[src/rtl/sobel_sequencer.sv]
// ---------------------------------------------------------------------------
// sobel_sequencer
//
// Top-level control for the Sobel edge-detection datapath. A host job
// (image width/length, source/destination base addresses) is latched and
// handed to the move_control address generator. The sequencer then loops
// read -> compute -> write -> move over every window position until
// move_control reports the scan complete, and finally pulses done.
//
// Optional feature (compile-time macro): SOBEL_SEQ_WATCHDOG_EN
//   When defined, every wait state (CONFIG, READ, CALC, WRITE, MOVE) is
//   bounded to WDOG_CYCLES cycles; on expiry all strobes drop, err is set
//   and the job finishes with a normal done pulse. When undefined there is
//   no counter and waits are unbounded.
//
// Ports:
//   clk, n_reset         system clock, asynchronous active-low reset
//   start                host job request, sampled only in IDLE
//   cfg_width/length     image dimensions in pixels
//   cfg_src/cfg_dst      source/destination base addresses
//   busy, done, err      job status (done is a one-cycle pulse, err sticky)
//   mc_width/length      latched dimensions to move_control
//   mc_initial_addr_r/w  latched base addresses to move_control
//   mc_load_initial      level request, held until mc_load_done
//   mc_start_move        level request, held until mc_move_done
//   mc_load_done/move_done/all_done  move_control handshakes
//   mem_read_en/write_en shared memory strobes, held while mem_busy
//   mem_busy             memory stall
//   calc_start/calc_done Sobel kernel handshake
//   win_count            windows written this job (saturating)
// ---------------------------------------------------------------------------
module sobel_sequencer #(
  parameter int ADDR_W        = 8,
  parameter int DIM_W         = 12,
  parameter int READS_PER_WIN = 3
`ifdef SOBEL_SEQ_WATCHDOG_EN
  , parameter int WDOG_CYCLES = 255
`endif
) (
  input  logic                 clk,
  input  logic                 n_reset,
  input  logic                 start,
  input  logic [DIM_W-1:0]     cfg_width,
  input  logic [DIM_W-1:0]     cfg_length,
  input  logic [ADDR_W-1:0]    cfg_src,
  input  logic [ADDR_W-1:0]    cfg_dst,
  output logic                 busy,
  output logic                 done,
  output logic                 err,
  output logic [DIM_W-1:0]     mc_width,
  output logic [DIM_W-1:0]     mc_length,
  output logic [ADDR_W-1:0]    mc_initial_addr_r,
  output logic [ADDR_W-1:0]    mc_initial_addr_w,
  output logic                 mc_load_initial,
  output logic                 mc_start_move,
  input  logic                 mc_load_done,
  input  logic                 mc_move_done,
  input  logic                 mc_all_done,
  output logic                 mem_read_en,
  output logic                 mem_write_en,
  input  logic                 mem_busy,
  output logic                 calc_start,
  input  logic                 calc_done,
  output logic [2*DIM_W-1:0]   win_count
);

  typedef enum logic [2:0] {
    S_IDLE,
    S_CONFIG,
    S_READ,
    S_CALC,
    S_WRITE,
    S_MOVE,
    S_FINISH
  } state_t;

  localparam int RD_W = (READS_PER_WIN > 1) ? $clog2(READS_PER_WIN) : 1;
  localparam logic [RD_W-1:0]  RD_LAST = RD_W'(READS_PER_WIN - 1);
  // A 3x3 kernel needs at least three pixels in each direction.
  localparam logic [DIM_W-1:0] MIN_DIM = DIM_W'(3);

  state_t          state;
  logic [RD_W-1:0] rd_cnt;
  logic            wdog_expired;

`ifdef SOBEL_SEQ_WATCHDOG_EN
  localparam int WD_W = $clog2(WDOG_CYCLES + 1);

  state_t          wdog_state;
  logic [WD_W-1:0] wdog_cnt;
  logic            in_wait;

  assign in_wait = (state == S_CONFIG) || (state == S_READ) || (state == S_CALC) ||
                   (state == S_WRITE)  || (state == S_MOVE);

  // wdog_cnt holds the number of completed cycles in the current state; a
  // state change (state differs from last cycle's) restarts the count.
  assign wdog_expired = in_wait && (state == wdog_state) &&
                        (wdog_cnt == WD_W'(WDOG_CYCLES - 1));

  always_ff @(posedge clk or negedge n_reset) begin
    if (!n_reset) begin
      wdog_state <= S_IDLE;
      wdog_cnt   <= '0;
    end else begin
      wdog_state <= state;
      if (state != wdog_state) wdog_cnt <= WD_W'(1);
      else                     wdog_cnt <= wdog_cnt + 1'b1;
    end
  end
`else
  assign wdog_expired = 1'b0;
`endif

  // Main sequencer. All outputs are registered and set on the transition
  // into the state that owns them, so each strobe is high for exactly the
  // cycles the owning state is active.
  always_ff @(posedge clk or negedge n_reset) begin
    if (!n_reset) begin
      state             <= S_IDLE;
      rd_cnt            <= '0;
      busy              <= 1'b0;
      done              <= 1'b0;
      err               <= 1'b0;
      mc_width          <= '0;
      mc_length         <= '0;
      mc_initial_addr_r <= '0;
      mc_initial_addr_w <= '0;
      mc_load_initial   <= 1'b0;
      mc_start_move     <= 1'b0;
      mem_read_en       <= 1'b0;
      mem_write_en      <= 1'b0;
      calc_start        <= 1'b0;
      win_count         <= '0;
    end else begin
      done       <= 1'b0;
      calc_start <= 1'b0;
      if (wdog_expired) begin
        mc_load_initial <= 1'b0;
        mc_start_move   <= 1'b0;
        mem_read_en     <= 1'b0;
        mem_write_en    <= 1'b0;
        err             <= 1'b1;
        state           <= S_FINISH;
      end else begin
        case (state)
          S_IDLE: begin
            busy <= 1'b0;
            if (start) begin
              busy              <= 1'b1;
              err               <= 1'b0;
              win_count         <= '0;
              mc_width          <= cfg_width;
              mc_length         <= cfg_length;
              mc_initial_addr_r <= cfg_src;
              mc_initial_addr_w <= cfg_dst;
              if ((cfg_width < MIN_DIM) || (cfg_length < MIN_DIM)) begin
                err   <= 1'b1;
                state <= S_FINISH;
              end else begin
                mc_load_initial <= 1'b1;
                state           <= S_CONFIG;
              end
            end
          end
          S_CONFIG: begin
            if (mc_load_done) begin
              mc_load_initial <= 1'b0;
              mem_read_en     <= 1'b1;
              rd_cnt          <= '0;
              state           <= S_READ;
            end
          end
          S_READ: begin
            // Every cycle with the strobe up and no stall is one accepted read.
            if (!mem_busy) begin
              if (rd_cnt == RD_LAST) begin
                mem_read_en <= 1'b0;
                calc_start  <= 1'b1;
                state       <= S_CALC;
              end else begin
                rd_cnt <= rd_cnt + 1'b1;
              end
            end
          end
          S_CALC: begin
            // calc_start is high only in the first CALC cycle; a result
            // arriving in that same cycle is accepted.
            if (calc_done) begin
              mem_write_en <= 1'b1;
              state        <= S_WRITE;
            end
          end
          S_WRITE: begin
            if (!mem_busy) begin
              mem_write_en <= 1'b0;
              if (win_count != '1) win_count <= win_count + 1'b1;
              if (mc_all_done) begin
                state <= S_FINISH;
              end else begin
                mc_start_move <= 1'b1;
                state         <= S_MOVE;
              end
            end
          end
          S_MOVE: begin
            // If all_done rises together with move_done, the window just
            // moved to is still processed; WRITE then sees all_done.
            if (mc_move_done) begin
              mc_start_move <= 1'b0;
              mem_read_en   <= 1'b1;
              rd_cnt        <= '0;
              state         <= S_READ;
            end
          end
          S_FINISH: begin
            done  <= 1'b1;
            state <= S_IDLE;
          end
          default: state <= S_IDLE;
        endcase
      end
    end
  end

endmodule

[config.mk]
export PLATFORM = sky130hd
export DESIGN_NAME = sobel_sequencer
export DESIGN_NICKNAME = d
export VERILOG_FILES = /design/src/rtl/sobel_sequencer.sv
export SDC_FILE = /design/constraint.sdc
export NUM_CORES = 1
export LEC_CHECK = 0
export CAP_MARGIN = 20
export CORE_ASPECT_RATIO = 0.6
export CORE_MARGIN = 5
export CORE_UTILIZATION = 55
export CTS_BUF_LIST = sky130_fd_sc_hd__clkbuf_16
export CTS_CLUSTER_DIAMETER = 100
export DETAILED_ROUTE_END_ITERATION = 10
export DONT_BUFFER_PORTS = 1
export PLACE_DENSITY = 0.79
export SETUP_SLACK_MARGIN = 0.02
export SLEW_MARGIN = 25
export SYNTH_ARGS = -nofsm -noshare
export SYNTH_HDL_FRONTEND = slang
export SYNTH_SLANG_ARGS = --single-unit
export TNS_END_PERCENT = 30
[constraint.sdc]
create_clock -name clk -period 4 [get_ports clk]
set_clock_uncertainty 0.15 [all_clocks]
set_input_delay 1 -clock clk [delete_from_list [all_inputs] [get_ports clk]]
set_output_delay 1 -clock clk [all_outputs]
set_load 0.02 [all_outputs]
==> flow_summary.toml, run 1 <==
[power]
power_leakage_uw = 0.00161
internal_power_uw = 1860
pwr-share-clk = 0.253
seqPwrFrac = 0.537
swShare = 0.382
p_comb_frac = 0.210
ir_drop_v = 0.000475
p_switching_uw = 1150
finalPower_uw = 3010
power.density_nw_per_um2 = 758

[yosys]
synth_compound_area_frac = 0.147
synth-seq-area-share = 0.524
postSynthAreaPerCell_sq_um = 10.9
netlist_top_cells_area = "dfrtp_1 52%, mux2_2 12%, o31ai_1 3.7%, nor2_1 2.7%, o21ai_1 2.6%"
yosysMostFrequentCell = "dfrtp_1"
synth_edf_count = 0
syn-instance-count = 338
synth_simple_gate_area_frac = 0.168
ys_async_sr_fraction = 1.00
synth_top_cell_by_area = "dfrtp_1"
synth_area_sq_um = 3680
ys_warn_count = 0
ys_types = 46
synth_fa_ha_area_frac = 0.00680
ys.flop_type = "dfrtp_1"
ys_top_cells_by_count = "77 x dfrtp_1, 40 x mux2_2, 26 x nor2_1"
yosysTopAreaCellShare = 0.524
syn_nets = 388
ys_seq_elements = 77
synth_top_family_by_area = "simple AND/OR/NAND/NOR gates"
synth_xor_area_frac = 0
post_synth_mux_area_share = 0.122

[timing]
finalSetupViolCount = 0
tns_ns = 0
hold_viol = 0
period_share = 0.678
max_slew_margin = 0.477
rsz0062_at_grt = "no"
finalCriticalPeriod_ns = 2.71
slew_violations = 0
fmax_mhz = 369
worstMarginPinSlew_ns = 0.785

[global_routing]
met2_usage = 0.292
gr-usage-met1 = 0.287
antenna_found_initial = 0
grt_pass1_vias = 2551
gr-usage-all-layers = 0.204
met3_usage = 0.0823
grt_busiest_layer = "met2"
grt_max_degree = 78
gr-total-overflow = 0
grt_pass1_wl_microns = 13200

[clock_network]
clock-sinks = 77
clock_path_buffers = 2
path_clk_slew_ns = 0.06
cts_tree = "built"
cts_inserted_buffers = 9
cts_resized = 0
cts_max_level = 3
holdBufCountCts = 0
worstSkewPairLatency_ns = 0.33
cts_setup_buffers = 0
root_buffer = "clkbuf_16"

[setup_path]
r2r_end = "win_count[8]"
r2r_slack_ns = 1.29
arrival_ns = 2.76
path_class = "reg2reg"
crit_fanout = 24
ff2ff_path_depth = 6
required_ns = 4.05
path_buf_inv = 0
cp-start-kind = "flip-flop"
r2r_start = "win_count[0]"
end_kind = "flip-flop"
critPathSlowestCell = "or4_4"
critPathMaxStageDelay_ns = 0.60
cp_top_family = "compound AO/OA/AOI/OAI gates"
crit_chain = "ha_1 -> nand4_4 -> or4_4 -> o21ai_4 -> o21ai_1 -> o41ai_1"

[final_layout]
nets = 382
fill_cells = 566
drive_above_1_share = 0.185
n_antenna_cell = 0
area_delta_synth_final_pct = 8.06

[route]
drt_iter0_markers = 205
wire_per_inst_microns = 19.9
via_count = 2675
drc = 0
drt-total-wl_microns = 8430
drt.antenna.violating_nets = 0
post_drt_via_cell_ratio = 6.32
drt_first_pass_iters = 5

[floorplanning]
die_x_microns = 116
die_y_microns = 73.3
rows = 23
coreArea_sq_um = 6590
start_util = 0.558
ioPinCount = 120
die-area_sq_um = 8480

[place]
dp_hpwl_microns = 6100
io_buffers = 0
gp_congestion = 0.895

[status]
status = "completed"

[run]
drv_cap = 0

[worst_hold_path]
min_path_type = "in2async"
## routing by layer
layer,wire (microns),vias to the layer above
met5,0,-
met4,57,0
met3,845,6
met2,3800,107
met1,3730,1304
li1,-,1258
## through the flow
step                      setup WS [ns]  std cells  cell area, sq um  hold WS (ns)  utilization
after floorplan                    1.73        338              3680         0.323            -
after global placement             1.38        408              3690         0.342        0.561
after detailed placement           1.34        408              3690         0.349        0.561
after CTS                          1.31        423              3980         0.203        0.603
after global routing               1.09        423              3980         0.192        0.603
final                              1.29        423              3980         0.215        0.603
## kinds of logic after synthesis
group / Yosys count
mux: 40
simple gates: 111
flops: 77
compound gates: 85
buf+inv: 23
fa+ha+maj: 2
## layout make-up
| cell class | count | area (sq um) | share of cell area |
|---|---|---|---|
| clock buffers | 9 | 225 | 0.0567 |
| inverters | 5 | 18.8 | 0.00472 |
| multi-input cells | 238 | 1630 | 0.411 |
| clock inverters | 6 | 55.1 | 0.0138 |
| well taps | 87 | 109 | 0.0274 |
| flip-flops and latches | 77 | 1930 | 0.485 |
| repair buffers | 1 | 7.51 | 0.00189 |
## power groups by stage
stage | Sequential [uW] | Combinational [uW] | Clock [uW]
finish | 1620 | 632 | 761
global route | 1660 | 716 | 814
detailed placement | 1640 | 635 | 0
global placement | 1620 | 597 | 0
CTS | 1620 | 638 | 778
floorplan | 1490 | 623 | 0
## how the worst max path moves through the flow
stage	endpoint	from	slack, ns	cells past startpoint
2_1_floorplan	rd_cnt[1]	mem_busy	1.73	5
3_3_place_gp	win_count[2]	win_count[0]	1.38	6
3_5_place_dp	win_count[13]	win_count[0]	1.34	6
4_1_cts	win_count[8]	win_count[0]	1.31	6
5_1_grt	win_count[4]	win_count[0]	1.09	6
6_report	win_count[8]	win_count[0]	1.29	6
## placed cells by master (no fill, tap or decap), types with 2 or more instances in the layout
cell | netlist | layout
a211oi_1 | 3 | 3
or3_1 | 2 | 2
o21ai_0 | 11 | 11
and4_1 | 3 | 3
a41oi_1 | 2 | 2
a21o_1 | 3 | 3
o41ai_1 | 3 | 3
or2_2 | 2 | 2
and3_1 | 2 | 2
nor4_1 | 8 | 8
nor3_1 | 4 | 4
dfrtp_1 | 77 | 77
nand2_1 | 25 | 25
inv_1 | 5 | 5
o31ai_1 | 18 | 18
clkinv_1 | 0 | 2
clkbuf_16 | 0 | 9
nand4_1 | 7 | 7
a21oi_1 | 12 | 12
nor4bb_1 | 2 | 2
nor2_1 | 26 | 26
o21ai_1 | 19 | 19
nand3_1 | 13 | 13
o22ai_1 | 2 | 2
a31oi_1 | 8 | 8
clkinv_2 | 0 | 2
mux2_2 | 40 | 40
nand2b_1 | 3 | 3
and2_1 | 3 | 3
ha_1 | 2 | 2
## sequential cells by signal, indices dropped and copies added (netlist names)
register,flops
mc_length,12
done,1
err,1
mem_write_en,1
busy,1
mc_initial_addr_r,8
rd_cnt,2
mc_initial_addr_w,8
win_count,24
calc_start,1
mc_width,12
mc_load_initial,1
mem_read_en,1
mc_start_move,1
state,3
No activity file was read; power rests on OpenSTA's default activity.
==> inputs of run 2 (changes only) <==
Clock period 4 ns to 2.6 ns, I/O delays scaled along.
==> run 2 against run 1 <==
Compared with the run above: the run now ends with negative hold slack left; flip-flop and latch count unchanged; final cell count up 3.3%; non-clock buffer count up 14; hold slack worse by 0.35 ns; global-route usage up 1.4 points; via count up 3.6%; sequential power up 52%; maximum frequency up 15%; clock-buffer cell count unchanged; largest power group unchanged.
==> flow_summary.toml, run 2 (same netlist as run 1, synthesis figures left out) <==
[place]
dp_hpwl_microns = 6310
placedInstanceArea_sq_um = 3810
gp_congestion = 0.880
io_buffers = 0
place_inst = 422

[final_layout]
area_delta_synth_final_pct = 12.8
n_antenna_cell = 0
stdcell_count = 437
final_common_cell = "dfrtp_1"
layout_common_cells = "77 x dfrtp_1, 40 x mux2_2, 26 x nor2_1"
drive_above_1_share = 0.223
reg.largest.list = "win_count: 24 flops, mc_length: 12 flops, mc_width: 12 flops"
top_register = "win_count"
nets = 396
largest_reg_flops = 24
post-route-cell-area_sq_um = 4150

[clock_network]
cts_max_level = 3
cts_resized = 0
root_buffer = "clkbuf_16"
path_clk_slew_ns = 0.06
cts_tree = "built"
clock-sinks = 77
cts_inserted_buffers = 9
worstSkewPairLatency_ns = 0.33
cts_setup_buffers = 0
clock_path_buffers = 2

[global_routing]
gr-usage-all-layers = 0.217
grt_pass1_vias = 2704
grt_pass1_wl_microns = 14200
gr-total-overflow = 0
antenna_found_initial = 0
grt_max_degree = 78

[timing]
hold_slack_ns = -0.138
finalCriticalPeriod_ns = 2.36
tns_ns = 0
max_slew_margin = 0.461
fmax_mhz = 423
hold_viol = 77
slew_violations = 0
worstMarginPinSlew_ns = 0.808
rsz0062_at_grt = "no"
finalSetupViolCount = 0
period_share = 0.909

[run]
drv_cap = 0

[floorplanning]
die_y_microns = 73.3
start_util = 0.558
die_x_microns = 116
coreArea_sq_um = 6590
die-area_sq_um = 8480
rows = 23
ioPinCount = 120

[setup_path]
cp_top_family = "simple AND/OR/NAND/NOR gates"
crit_chain = "nand3_1 -> or4_4 -> o21ai_4 -> buf_4 -> o21ai_0 -> o31ai_1"
required_ns = 2.67
critPathSlowestCell = "or4_4"
end_kind = "flip-flop"
crit_fanout = 24
arrival_ns = 2.44
path_buf_inv = 1
critPathMaxStageDelay_ns = 0.60
path_class = "reg2reg"
cp-start-kind = "flip-flop"

[route]
wire_per_inst_microns = 20.3
drc = 0
drt-total-wl_microns = 8860
drt_iter0_markers = 183
drt.antenna.violating_nets = 0
via_count = 2771
drt_first_pass_iters = 5
post_drt_via_cell_ratio = 6.34

[status]
status = "complete, but fails checks"
violations = "negative hold slack"

[worst_hold_path]
min_path_type = "in2async"

[power]
power_leakage_uw = 0.00171
power.density_nw_per_um2 = 1180
ir_drop_v = 0.000613
finalPower_uw = 4920
-- run 2: path summary, 6_finish.rpt --
| path | slack [ns] | from | end | cells past startpoint |
|---|---|---|---|---|
| hold / removal | -0.14 | n_reset | win_count[7] | 0 |
| setup / recovery | 0.24 | win_count[6] | win_count[2] | 6 |
| min in group clk | 0.24 | mem_busy | calc_start | 1 |
| hold reg to reg | 0.37 | rd_cnt[1] | rd_cnt[1] | 1 |
| max in group asynchronous | 2.31 | n_reset | mc_initial_addr_r[7] | 0 |
| setup reg to reg | 0.24 | win_count[6] | win_count[2] | 6 |
-- run 2: power by group --
part / internal [uW] / leakage (uW) / switching [uW]
Clock: 934 / 0.000165 / 486
Sequential: 1610 / 0.000963 / 867
Combinational: 560 / 0.000583 / 463
Total: 3100 / 0.00171 / 1820
-- run 2: metal layers --
layer  global-route usage  vias to the layer above  share of wire
met4               0.0586                        0          0.010
met3               0.0897                       12           0.11
met1                0.297                     1343           0.43
met2                0.322                      139           0.45
met5                    0                        -              0
li1                     -                     1277              -
-- run 2: layout make-up --
type / count / area [sq um]
Tap cell: 87 / 109
Clock buffer: 9 / 225
Fill cell: 520 / 2440
Multi-Input combinational cell: 238 / 1630
Sequential cell: 77 / 1930
Clock inverter: 6 / 113
Inverter: 5 / 18.8
Timing Repair Buffer: 15 / 125
-- run 2: per-stage QoR --
stage / utilization / setup WS (ns)
2_1_floorplan: - / 0.350
3_3_place_gp: 0.579 / 0.351
3_5_place_dp: 0.579 / 0.265
4_1_cts: 0.630 / 0.250
5_1_grt: 0.630 / 0.106
6_report: 0.630 / 0.236
-- run 2: worst reg2reg max path, cell delays in order, from the launching register on --
cell and delay [ns]:
dfrtp_1 0.55, nand3_1 0.29, or4_4 0.60, o21ai_4 0.13, buf_4 0.28, o21ai_0 0.15
o31ai_1 0.11
==> inputs of run 3 (changes only) <==
Clock period 2.6 ns to 2.5 ns, I/O delays scaled along.
==> run 3 against run 2 <==
Compared with the run above: the run still ends with negative hold slack left; register-to-register slack is essentially flat; hold slack lost 0.019 ns; flip-flop and latch count is the same; via count shrank 2.3%; cell area grew 0.15%; clock-buffer cell count is the same; sequential power grew 4%; utilization grew 0.095 points; critical path type unchanged; largest power group unchanged.
==> flow_summary.toml, run 3 (same netlist as run 1, synthesis figures left out) <==
[setup_path]
crit_fanout = 24
end_kind = "flip-flop"
crit_chain = "ha_1 -> nand4_4 -> or4_4 -> o21ai_4 -> buf_4 -> o21ai_0 -> o31ai_1"
critPathSlowestCell = "or4_4"
path_class = "reg2reg"
cp-start-kind = "flip-flop"
arrival_ns = 2.34
critPathMaxStageDelay_ns = 0.60
required_ns = 2.58

[timing]
worstMarginPinSlew_ns = 0.665
hold_slack_ns = -0.158
period_share = 0.903
max_slew_margin = 0.557
tns_ns = 0
finalCriticalPeriod_ns = 2.26
hold_viol = 77
finalSetupViolCount = 0
slew_violations = 0
rsz0062_at_grt = "no"
fmax_mhz = 443

[final_layout]
reg.largest.list = "win_count: 24 flops, mc_length: 12 flops, mc_width: 12 flops"
largest_reg_flops = 24
nets = 403
drive_above_1_share = 0.240
fill_cells = 533
n_antenna_cell = 0
layout_common_cells = "77 x dfrtp_1, 40 x mux2_2, 26 x nor2_1"
post-route-cell-area_sq_um = 4160
final_common_cell = "dfrtp_1"
area_delta_synth_final_pct = 13.0
top_register = "win_count"

[power]
power.density_nw_per_um2 = 1180
internal_power_uw = 3030
power_leakage_uw = 0.00173
seqPwrFrac = 0.522
p_comb_frac = 0.223
pwr-share-clk = 0.255
p_switching_uw = 1870
swShare = 0.381
ir_drop_v = 0.000786

[clock_network]
clock_path_buffers = 2
cts_inserted_buffers = 9
root_buffer = "clkbuf_16"
cts_setup_buffers = 0
path_clk_slew_ns = 0.06
cts_tree = "built"
cts_max_level = 3
worstSkewPairLatency_ns = 0.33
clock-sinks = 77

[route]
drt-total-wl_microns = 8710
drt_iter0_markers = 206
post_drt_via_cell_ratio = 6.08
drc = 0
via_count = 2706
wire_per_inst_microns = 19.6
drt.antenna.violating_nets = 0
drt_first_pass_iters = 4

[floorplanning]
die_y_microns = 73.3
ioPinCount = 120
die_x_microns = 116
die-area_sq_um = 8480
start_util = 0.558
coreArea_sq_um = 6590
rows = 23

[place]
dp_hpwl_microns = 6360
placedInstanceArea_sq_um = 3860
gp_congestion = 0.862
io_buffers = 0

[status]
status = "complete, but fails checks"
violations = "negative hold slack"

[worst_hold_path]
min_path_type = "in2async"

[run]
drv_cap = 0

[global_routing]
antenna_found_initial = 0
grt_max_degree = 78
gr-usage-all-layers = 0.215
grt_pass1_vias = 2739
grt_pass1_wl_microns = 14000
gr-total-overflow = 0
-- run 3: cell count changes in the layout (fill, tap and decap cells not counted), sizes merged --
cell / before / now
clkinvlp: 0 / 1
clkinv: 3 / 5
buf: 15 / 22
bufinv: 3 / 1
-- run 3: path summary, 6_finish.rpt --
path | slack [ns] | start | end | cells past startpoint
max | 0.24 | win_count[1] | win_count[3] | 7
min | -0.16 | n_reset | win_count[7] | 0
max reg2reg | 0.24 | win_count[1] | win_count[3] | 7
min reg2reg | 0.37 | rd_cnt[0] | rd_cnt[0] | 1
max in group asynchronous | 2.21 | n_reset | mc_initial_addr_w[6] | 0
min in group clk | 0.22 | mem_busy | calc_start | 1
-- run 3: layer usage --
| layer | wire length [microns] | GRT usage | vias to the layer above | part of all wire |
|---|---|---|---|---|
| li1 | - | - | 1293 | - |
| met1 | 3870 | 0.292 | 1303 | 0.44 |
| met2 | 3850 | 0.311 | 100 | 0.44 |
| met3 | 898 | 0.0938 | 10 | 0.10 |
| met4 | 99 | 0.0690 | 0 | 0.011 |
| met5 | 0 | 0 | - | 0 |
-- run 3: power groups by stage --
| stage | Clock, uW | Combinational (uW) | Sequential [uW] |
|---|---|---|---|
| global route | 1340 | 1230 | 2620 |
| floorplan | 0 | 997 | 2390 |
| finish | 1250 | 1090 | 2560 |
| CTS | 1280 | 1100 | 2570 |
| global placement | 0 | 1040 | 2560 |
| detailed placement | 0 | 1100 | 2580 |
-- run 3: final cells by class --
cell class	instances	area [sq um]	share of cell area
Multi-Input combinational cell	238	1630	0.393
Sequential cell	77	1930	0.464
Clock inverter	7	66.3	0.0160
Tap cell	87	109	0.0262
Clock buffer	9	225	0.0542
Timing Repair Buffer	22	178	0.0427
Inverter	5	18.8	0.00452
-- run 3: critical path: cells and delay by family (launching register included) --
kind / cells / cell delay, ns
AO/OA/AOI/OAI: 3 / 0.35
adder cells (fa/ha/maj): 1 / 0.27
flip-flops: 1 / 0.35
AND/OR/NAND/NOR: 2 / 0.77
buffers and inverters: 1 / 0.27
-- run 3: through the flow --
stage	power, uW	hold slack, ns	setup slack [ns]	instances	utilization
2_1_floorplan	3390	0.179	0.250	338	-
3_3_place_gp	3600	0.182	0.334	429	0.586
3_5_place_dp	3680	0.181	0.266	429	0.586
4_1_cts	4960	-0.174	0.241	445	0.631
5_1_grt	5190	-0.180	0.105	445	0.631
6_report	4900	-0.158	0.242	445	0.631
-- run 3: repair_timing --
item / CTS / global route
endpoints found under the hold margin: 77 / 77
resized for setup: 0 / 0
endpoints found under the setup margin: 0 / 0
